==> src/rtl/lstm_l1_fwd_ctrl.sv <==
// Layer-1 LSTM forward-pass sequencer.
// Walks every (timestep t, cell j) pair. Each cell takes N+3 cycles: one clear
// cycle, N multiply-accumulate cycles, one pipeline-drain cycle and one
// write-back cycle.
// Ports:
//   clk, rst       rising-edge clock, synchronous active-high reset
//   start          begin a full forward pass (honoured only while idle)
//   busy, done     pass in progress / one-cycle end-of-pass pulse
//   acc_rst        datapath accumulator clear
//   acc_x_1/acc_h_1  x-MAC / h-MAC accumulate enables
//   addr_x1, rd_addr_w_1, rd_addr_u_1, rd_addr_h1  operand read addresses
//   rd_addr_b_1, rd_addr_c1                        bias / previous-state read addresses
//   wr_h1, wr_c1, wr_addr_h1, wr_addr_c1           h / state write-back
//   first_t        high while t==0 (previous state treated as zero)
module lstm_l1_fwd_ctrl #(
    parameter int unsigned TIMESTEP    = 7,
    parameter int unsigned LAYR1_INPUT = 53,
    parameter int unsigned LAYR1_CELL  = 53,
    parameter int unsigned AW          = 12
) (
    input  logic          clk,
    input  logic          rst,
    input  logic          start,
    output logic          busy,
    output logic          done,
    output logic          acc_rst,
    output logic          acc_x_1,
    output logic          acc_h_1,
    output logic [AW-1:0] addr_x1,
    output logic [AW-1:0] rd_addr_w_1,
    output logic [AW-1:0] rd_addr_u_1,
    output logic [AW-1:0] rd_addr_h1,
    output logic [AW-1:0] rd_addr_b_1,
    output logic [AW-1:0] rd_addr_c1,
    output logic          wr_h1,
    output logic          wr_c1,
    output logic [AW-1:0] wr_addr_h1,
    output logic [AW-1:0] wr_addr_c1,
    output logic          first_t
);

    localparam int unsigned N  = (LAYR1_INPUT > LAYR1_CELL) ? LAYR1_INPUT : LAYR1_CELL;
    localparam int unsigned KW = $clog2(N + 1);
    localparam int unsigned TW = $clog2(TIMESTEP + 1);
    localparam int unsigned JW = $clog2(LAYR1_CELL + 1);

    localparam logic [KW-1:0] K_LAST = KW'(N - 1);
    localparam logic [KW-1:0] K_IN   = KW'(LAYR1_INPUT);
    localparam logic [KW-1:0] K_CELL = KW'(LAYR1_CELL);
    localparam logic [JW-1:0] J_LAST = JW'(LAYR1_CELL - 1);
    localparam logic [TW-1:0] T_LAST = TW'(TIMESTEP - 1);

    typedef enum logic [2:0] {
        S_IDLE,
        S_CLR,
        S_ACC,
        S_WAIT,
        S_WRITE,
        S_DONE
    } state_t;

    state_t        state, state_nxt;
    logic [TW-1:0] t, t_nxt, t_prev;
    logic [JW-1:0] j, j_nxt;
    logic [KW-1:0] k, k_nxt;

    logic          busy_d, done_d, acc_rst_d, acc_x_d, acc_h_d, wr_d, first_t_d;
    logic [AW-1:0] addr_x_d, addr_w_d, addr_u_d, addr_h_d, addr_b_d, addr_c_d, wr_addr_d;

    // Next state/counters, then output decode from the next values so that
    // every registered output lines up with the state it describes.
    always_comb begin
        state_nxt = state;
        t_nxt     = t;
        j_nxt     = j;
        k_nxt     = k;
        busy_d    = 1'b0;
        done_d    = 1'b0;
        acc_rst_d = 1'b0;
        acc_x_d   = 1'b0;
        acc_h_d   = 1'b0;
        wr_d      = 1'b0;
        first_t_d = 1'b0;
        addr_x_d  = '0;
        addr_w_d  = '0;
        addr_u_d  = '0;
        addr_h_d  = '0;
        addr_b_d  = '0;
        addr_c_d  = '0;
        wr_addr_d = '0;
        t_prev    = '0;

        case (state)
            S_IDLE: begin
                if (start) begin
                    state_nxt = S_CLR;
                    t_nxt     = '0;
                    j_nxt     = '0;
                    k_nxt     = '0;
                end
            end
            S_CLR: begin
                k_nxt     = '0;
                state_nxt = S_ACC;
            end
            S_ACC: begin
                if (k == K_LAST) begin
                    state_nxt = S_WAIT;
                end else begin
                    k_nxt = k + KW'(1);
                end
            end
            S_WAIT: state_nxt = S_WRITE;
            S_WRITE: begin
                k_nxt = '0;
                if (j < J_LAST) begin
                    j_nxt     = j + JW'(1);
                    state_nxt = S_CLR;
                end else if (t < T_LAST) begin
                    j_nxt     = '0;
                    t_nxt     = t + TW'(1);
                    state_nxt = S_CLR;
                end else begin
                    state_nxt = S_DONE;
                end
            end
            S_DONE:  state_nxt = S_IDLE;
            default: state_nxt = S_IDLE;
        endcase

        t_prev    = t_nxt - TW'(1);
        busy_d    = (state_nxt == S_CLR) || (state_nxt == S_ACC) ||
                    (state_nxt == S_WAIT) || (state_nxt == S_WRITE);
        done_d    = (state_nxt == S_DONE);
        acc_rst_d = (state_nxt == S_CLR);
        wr_d      = (state_nxt == S_WRITE);
        first_t_d = busy_d && (t_nxt == '0);

        if (state_nxt == S_ACC) begin
            acc_x_d  = (k_nxt < K_IN);
            acc_h_d  = (k_nxt < K_CELL) && (t_nxt != '0);
            addr_x_d = AW'(t_nxt) * AW'(LAYR1_INPUT) + AW'(k_nxt);
            addr_w_d = AW'(j_nxt) * AW'(LAYR1_INPUT) + AW'(k_nxt);
            addr_u_d = AW'(j_nxt) * AW'(LAYR1_CELL) + AW'(k_nxt);
            if (t_nxt != '0) begin
                addr_h_d = AW'(t_prev) * AW'(LAYR1_CELL) + AW'(k_nxt);
            end
        end

        if (busy_d) begin
            addr_b_d = AW'(j_nxt);
            if (t_nxt != '0) begin
                addr_c_d = AW'(t_prev) * AW'(LAYR1_CELL) + AW'(j_nxt);
            end
        end

        if (wr_d) begin
            wr_addr_d = AW'(t_nxt) * AW'(LAYR1_CELL) + AW'(j_nxt);
        end
    end

    // State, counters and registered outputs.
    always_ff @(posedge clk) begin
        if (rst) begin
            state       <= S_IDLE;
            t           <= '0;
            j           <= '0;
            k           <= '0;
            busy        <= 1'b0;
            done        <= 1'b0;
            acc_rst     <= 1'b0;
            acc_x_1     <= 1'b0;
            acc_h_1     <= 1'b0;
            addr_x1     <= '0;
            rd_addr_w_1 <= '0;
            rd_addr_u_1 <= '0;
            rd_addr_h1  <= '0;
            rd_addr_b_1 <= '0;
            rd_addr_c1  <= '0;
            wr_h1       <= 1'b0;
            wr_c1       <= 1'b0;
            wr_addr_h1  <= '0;
            wr_addr_c1  <= '0;
            first_t     <= 1'b0;
        end else begin
            state       <= state_nxt;
            t           <= t_nxt;
            j           <= j_nxt;
            k           <= k_nxt;
            busy        <= busy_d;
            done        <= done_d;
            acc_rst     <= acc_rst_d;
            acc_x_1     <= acc_x_d;
            acc_h_1     <= acc_h_d;
            addr_x1     <= addr_x_d;
            rd_addr_w_1 <= addr_w_d;
            rd_addr_u_1 <= addr_u_d;
            rd_addr_h1  <= addr_h_d;
            rd_addr_b_1 <= addr_b_d;
            rd_addr_c1  <= addr_c_d;
            wr_h1       <= wr_d;
            wr_c1       <= wr_d;
            wr_addr_h1  <= wr_addr_d;
            wr_addr_c1  <= wr_addr_d;
            first_t     <= first_t_d;
        end
    end

endmodule

==> config.mk <==
export PLATFORM = sky130hd
export DESIGN_NAME = lstm_l1_fwd_ctrl
export DESIGN_NICKNAME = d
export VERILOG_FILES = /design/src/rtl/lstm_l1_fwd_ctrl.sv
export SDC_FILE = /design/constraint.sdc
export NUM_CORES = 1
export LEC_CHECK = 0
export BUFFER_PORTS_ARGS = -buffer_cell sky130_fd_sc_hd__buf_2
export CAP_MARGIN = 20
export CORE_MARGIN = 1.5
export CORE_UTILIZATION = 50
export CTS_CLUSTER_SIZE = 14
export DETAILED_ROUTE_END_ITERATION = 16
export PLACE_DENSITY = 0.73
export SETUP_SLACK_MARGIN = 0.5
export SKIP_CTS_REPAIR_TIMING = 1
export SLEW_MARGIN = 20
export SYNTH_ARGS = -nofsm -noshare
export SYNTH_HDL_FRONTEND = slang
export SYNTH_SLANG_ARGS = --single-unit
==> constraint.sdc <==
create_clock -name clk -period 6.02 [get_ports clk]
set_input_delay 0.602 -clock clk [delete_from_list [all_inputs] [get_ports clk]]
set_output_delay 0.602 -clock clk [all_outputs]
set_load 0.005 [all_outputs]
## Yosys cells after proc, flatten, opt, wreduce, memory -nomap -nowiden

Index checks and enable logic that the tools add are counted.

- Reduce and logical (&&, ||, !) cells: 14
- Order comparisons: 3
- Bitwise logic cells: 4
- Add/sub/neg operators: 9
- Divide/modulo/power cells: 0
- Equal/unequal tests: 10
- Shift-type cells: 0
- Mux-type cells: 16
- Multiply operators: 3

Operators by type and width:

| operator | count |
|---|---|
| adder 9 x 6 -> 10 bit | 4 |
| 2-to-1 mux 6 bit | 5 |
| 2-to-1 mux 3 bit | 7 |
| multiplier 3 x 6 -> 9 bit (second input constant) | 2 |
| case mux 6 bit (3 select lines) | 1 |
| case mux 3 bit (5 select lines) | 1 |
| adder 12 x 6 -> 12 bit | 1 |
| adder 6 x 1 -> 6 bit (second input constant) | 2 |
| == test 3 x 2 -> 1 bit (second input constant) | 4 |
| < comparator 6 bit (second input constant) | 2 |
| multiplier 6 x 6 -> 12 bit (second input constant) | 1 |
| case mux 6 bit (2 select lines) | 1 |
| == test 3 bit (second input constant) | 3 |
| OR reduction 2 bit | 4 |
| == test 3 x 1 -> 1 bit (second input constant) | 2 |
| == test 6 bit (second input constant) | 1 |
| zero test 3 bit | 2 |
| case mux 3 bit (2 select lines) | 1 |
| OR reduction 3 bit | 2 |
| NOT 1 bit | 4 |
| adder 3 x 1 -> 3 bit (second input constant) | 1 |
| logical OR 1 bit | 3 |
| < comparator 3 bit (second input constant) | 1 |
| nonzero test 3 bit | 1 |
| other kinds (2) | 3 |

- Input port bits: 3
- RAM bits: 0
- Memories: 0
- Register bits: 97
- Word-level logic and storage cells: 77
- Latch bits: 0
- Memory bits (read-only): 0

## Longest topological paths before layout

- Depth after elaboration: 10
- Depth in mapped cells: 20

## Worst setup path before layout

Ideal clock, no wire load.

- Path type: reg2reg
- Start: register state[2]
- End: register rd_addr_u_1[11]
- Library setup time: 0.128 ns
- Data arrival time: 4.472 ns
- Buffers on the path: 0
- Setup slack: 1.420 ns
- Required time: 5.892 ns
- Stages on the path, launching flop included: 21
- Path through: dfxtp_1 > or3b_4 > nor3_1 > a21oi_1 > a21oi_1 > a21oi_1 > or2_1 > inv_1 > ha_1 > ha_1 > inv_1 > fa_1 > fa_1 > inv_1 > ha_1 > inv_1 > o21bai_1 > a2111oi_0 > o31ai_1 > xnor2_1 > nor2_1

- Elaborated cells on any way between the ends: 16

RTL lines:

| item | RTL line | RTL |
|---|---|---|
| start, declared | 62 | `state_t state, state_nxt;` |
| start signal, assigned | 186 | `state <= state_nxt;` |
| == test 3 bit / zero test 3 bit (equally long branches) | 93 | `case (state)` |
| case mux 6 bit (2 select lines) (*) | 93 |  |
| via j_nxt[3] | 64 | `logic [JW-1:0] j, j_nxt;` |
| multiplier 6 x 6 -> 12 bit (*) | 144 | `addr_u_d = AW'(j_nxt) * AW'(LAYR1_CELL) + AW'(k_nxt);` |
| adder 12 x 6 -> 12 bit (*) | 144 |  |
| end signal, assigned | 197 | `rd_addr_u_1 <= addr_u_d;` |
| end, declared | 31 | `output logic [AW-1:0] rd_addr_u_1,` |

The timed path passes the listed nets; every way through them passes the cells marked *.
A chain may end at the register's enable or synchronous reset.

## Final worst setup path

- Start: register state[1]
- End: register rd_addr_u_1[11]

The elaborated chain is that of the path after synthesis.

==> results.md <==
- The final layout contains 762 nets.
- The initial antenna violation count is 0.
- After detailed routing, the number of vias per cell comes to 5.240.
- The most frequent standard cell in the layout excluding fill and tap cells is buf_2.
- The required arrival time at the worst endpoint is 6.24 ns.
- The max-slew headroom at the worst pin is 44.14%.
- The worst slack on hold paths is 0.5913 ns.
- For this run, design rule violations remaining after detail routing come to 0.
- The maximum ir drop on the vdd rail is 0.09055 mV.
- The post-route netlist has 19.23% of its cells at a drive strength greater than 1.
- The capturing element type of the critical path is a flop.
- The number of flops mapped to enable cells by yosys is 0.
- The power per standard cell area is 170.3 nW/um2.
- Before CTS, the worst setup slack after placement is 0.6805 ns.
- Setup repair after global routing left no endpoint under its margin.
- The met3 routing resource usage after global routing is 3.404%.
- The global router's overall resource usage is 22.34%.
- The antenna diode count is 0.
- For this design the static power due to leakage is 0.003193 uW.
- The final route contains 4,229 vias.
- After global routing, the most crowded layer is met2.
- In this run the tool buffered the top-level ports with 90 buffer cells.
- Across the run, the number of max-cap violations was 0.
- Setup violations remaining at the end of the flow were counted as 0.
- The worst hold path belongs to the class reg2reg.
- After floorplanning, the core was divided into 37 placement rows.
- The final cell utilization of the core is 57.48%.
- The clock slew at the register clock pins of the worst setup and hold paths is 0.08 ns.
- The die is 106.9 um tall.
- The cell area that synthesis handed to floorplanning was 5396 um2.
- The first global-routing pass estimated 19,870 um of wire.
- During synthesis, Yosys emitted a total of 0 warnings.
- The count of antenna-violating nets left after detailed routing is 0.
- The clock arrives with 0.01014 ns of skew.
- The post-detailed-placement half-perimeter wirelength is 9432 um.
- The area of the core is 10,420 um2.
- The CTS buffer count is 9.
- The minimum clock period after layout is 5.032 ns.
- The count of distinct cell types in the synthesized netlist is 64.
- The period utilization is 83.58%.
- Leaving out fill and tap cells, the most frequent cells in the layout are buf_2, ha_1, dfxtp_1, nor2_1, inv_1.
- The buffers plus inverters on the worst setup path is 4.
- The worst-path cell with the longest stage delay is fa_1.
- Grouping stages by cell kind, the critical path spends the most delay in adder cells.
- The worst path setup slack after routing is 0.9883 ns.
- The worst setup path is of the reg2reg kind.
- TritonCTS built the clock tree.
- The routed design has 12,020 um of wire.
- The average routed wire per standard cell is 14.89 um.
- The number of primary I/O pins is 107.
- For this run, the number of standard cells in the final layout without fillers is 807.
- Global routing consumed, on the met1 layer, 29.74% of the routing resources.
- Dividing the synthesized area by the synthesized cell count gives 9.070 um2.
- Entering global routing, the biggest net connects 23 pins.
- The multi-input combinational cells in the finished layout cover a total of 3268 um2.
- The count of routing violations after the opening detailed-route iteration is 155.
- In this run the worst path has a maximum fanout of 15.
- The total clock sinks is 83.
- The floorplan step defined a die boundary enclosing 11,430 um2.
- The horizontal die dimension is 106.9 um.
- Summed over all failing endpoints, the final setup total negative slack is 0 ns.
- For this run, the slowest stage of the critical path takes 0.53 ns.
- After filler insertion, the fill cell instance count of the layout stands at 910.
- The final-report max-slew violation count came to 0.
- The kind of start point of the critical path is a flop.
- Routability-driven placement finished with a final weighted congestion of 0.8954.
- The run finished with clean final reports.
- Counting tap cells, the placed design contains a total of 791 instances.
- Across the whole layout, storage elements account for 1663 um2.
- For this configuration, the core starts out at a cell density of 51.81%.
- The most instantiated flip-flop cell in the synthesis netlist is dfxtp_1.
- Synthesis inferred 83 register bits.
- The most repeated library cell on the critical path is inv_1.
- The final hold violation count is 0.
- For this run, asynchronously set or reset flops after synthesis account for 0%.
- The critical path goes through or3b_4 -> nor3_1 -> a21oi_1 -> a21oi_1 -> a21oi_1 -> or2_1 -> inv_1 -> ha_1 -> ha_1 -> inv_1 -> fa_1 -> fa_1 -> inv_1 -> ha_1 -> inv_1 -> o21bai_1 -> a2111oi_2 -> o31ai_1 -> xnor2_1 -> nor2_1.
- The met2 usage is 36.03%.
- The sequential fraction of the synthesis area is 30.79%.
- The area growth from synthesis to layout is 10.94%.
- The maximum level of the CTS H-tree is 3.
- The via count of the first global-routing pass is 4,093.
- The worst-skew pair later-pin latency is 0.36 ns.
- Before antenna repair, the detailed router went through 4 iterations.
- The slew of the pin with the lowest slew margin is 0.8146 ns.
- CTS placed an instance of clkbuf_8 at the clock tree root.
- Summed over all layers, the global routing overflow is 0.
- Derived from the worst setup path, the maximum achievable clock frequency is 0.1987 GHz.
- The arrival time at the worst endpoint is 5.25 ns.
- The number of cells produced by synthesis is 595.
- The clock passes through at most 2 buffers.
[final cells by class]
cell class | count | share of cell area (%)
Multi-Input combinational cell | 423 | 54.59
Timing Repair Buffer | 95 | 8.150
Tap cell | 136 | 2.842
Clock inverter | 4 | 0.8359
Sequential cell | 83 | 27.77
Clock buffer | 12 | 2.424
Inverter | 54 | 3.386
[cells in the mapped netlist, drive strengths merged, types with 11 or more instances]
cell | n | share of area, %
a21o | 17 | 2.4
a21oi | 44 | 4.1
buf | 41 | 5.6
dfxtp | 83 | 31
fa | 11 | 4.1
ha | 82 | 19
inv | 54 | 3.8
nand2 | 18 | 1.4
nand3 | 11 | 1.0
nor2 | 55 | 3.8
nor2b | 13 | 1.5
nor3 | 16 | 1.7
o21ai | 21 | 1.9
xnor2 | 18 | 2.9
xor2 | 11 | 1.8
[through the flow]
| step | power, uW | instance area (um2) |
|---|---|---|
| floorplan | 622.6 | 5453 |
| global placement | 632.4 | 5774 |
| detailed placement | 632.9 | 5774 |
| CTS | 1026 | 5969 |
| global route | 1059 | 5987 |
| finish | 1019 | 5987 |
[metal layers]
layer,up-vias,wire length (um)
li1,2137,-
met1,1950,5702
met2,122,5537
met3,20,539
met4,0,239
met5,-,0
[path summary, 6_finish.rpt]
kind                       startpoint                    endpoint  slack, ns  depth (start not counted)
setup / recovery  state[1]$_SDFF_PP0_  rd_addr_u_1[11]$_SDFF_PP0_       0.99                         20
hold reg to reg   state[2]$_SDFF_PP0_         state[1]$_SDFF_PP0_       0.59                          1
setup reg to reg  state[1]$_SDFF_PP0_  rd_addr_u_1[11]$_SDFF_PP0_       0.99                         20
hold / removal    state[2]$_SDFF_PP0_         state[1]$_SDFF_PP0_       0.59                          1
[registers in the layout (all words and copies together) (netlist names)]
| name | count |
|---|---|
| acc_h_1 | 1 |
| acc_rst | 1 |
| acc_x_1 | 1 |
| addr_x1 | 10 |
| busy | 1 |
| done | 1 |
| first_t | 1 |
| j | 6 |
| k | 6 |
| rd_addr_b_1 | 6 |
| rd_addr_c1 | 10 |
| rd_addr_h1 | 10 |
| rd_addr_u_1 | 12 |
| state | 3 |
| t | 3 |
| wr_addr_c1 | 10 |
| wr_c1 | 1 |
[power by group]
| group | internal (uW) | leakage (uW) | switching [uW] | total [uW] |
|---|---|---|---|---|
| logic | 21.6 | 0.00243 | 39.1 | 60.8 |
| clock network | 203 | 0.0000926 | 195 | 398 |
| registers | 554 | 0.000670 | 7.04 | 561 |
| total | 778 | 0.00319 | 242 | 1020 |
[logic make-up (layout without fill, tap and decap cells)]
kind of cell | count (synthesis) | after routing | synth area share [%]
AND/OR/NAND/NOR | 162 | 162 | 15.93
AO/OA/AOI/OAI | 120 | 120 | 14.79
buffers and inverters | 104 | 165 | 9.993
adder cells (fa/ha/maj) | 93 | 93 | 23.09
flip-flops | 83 | 83 | 30.79
XOR/XNOR | 29 | 29 | 4.707
multiplexers | 3 | 3 | 0.6260
other | 1 | 16 | 0.06949
(Power assumes the default switching activity.)
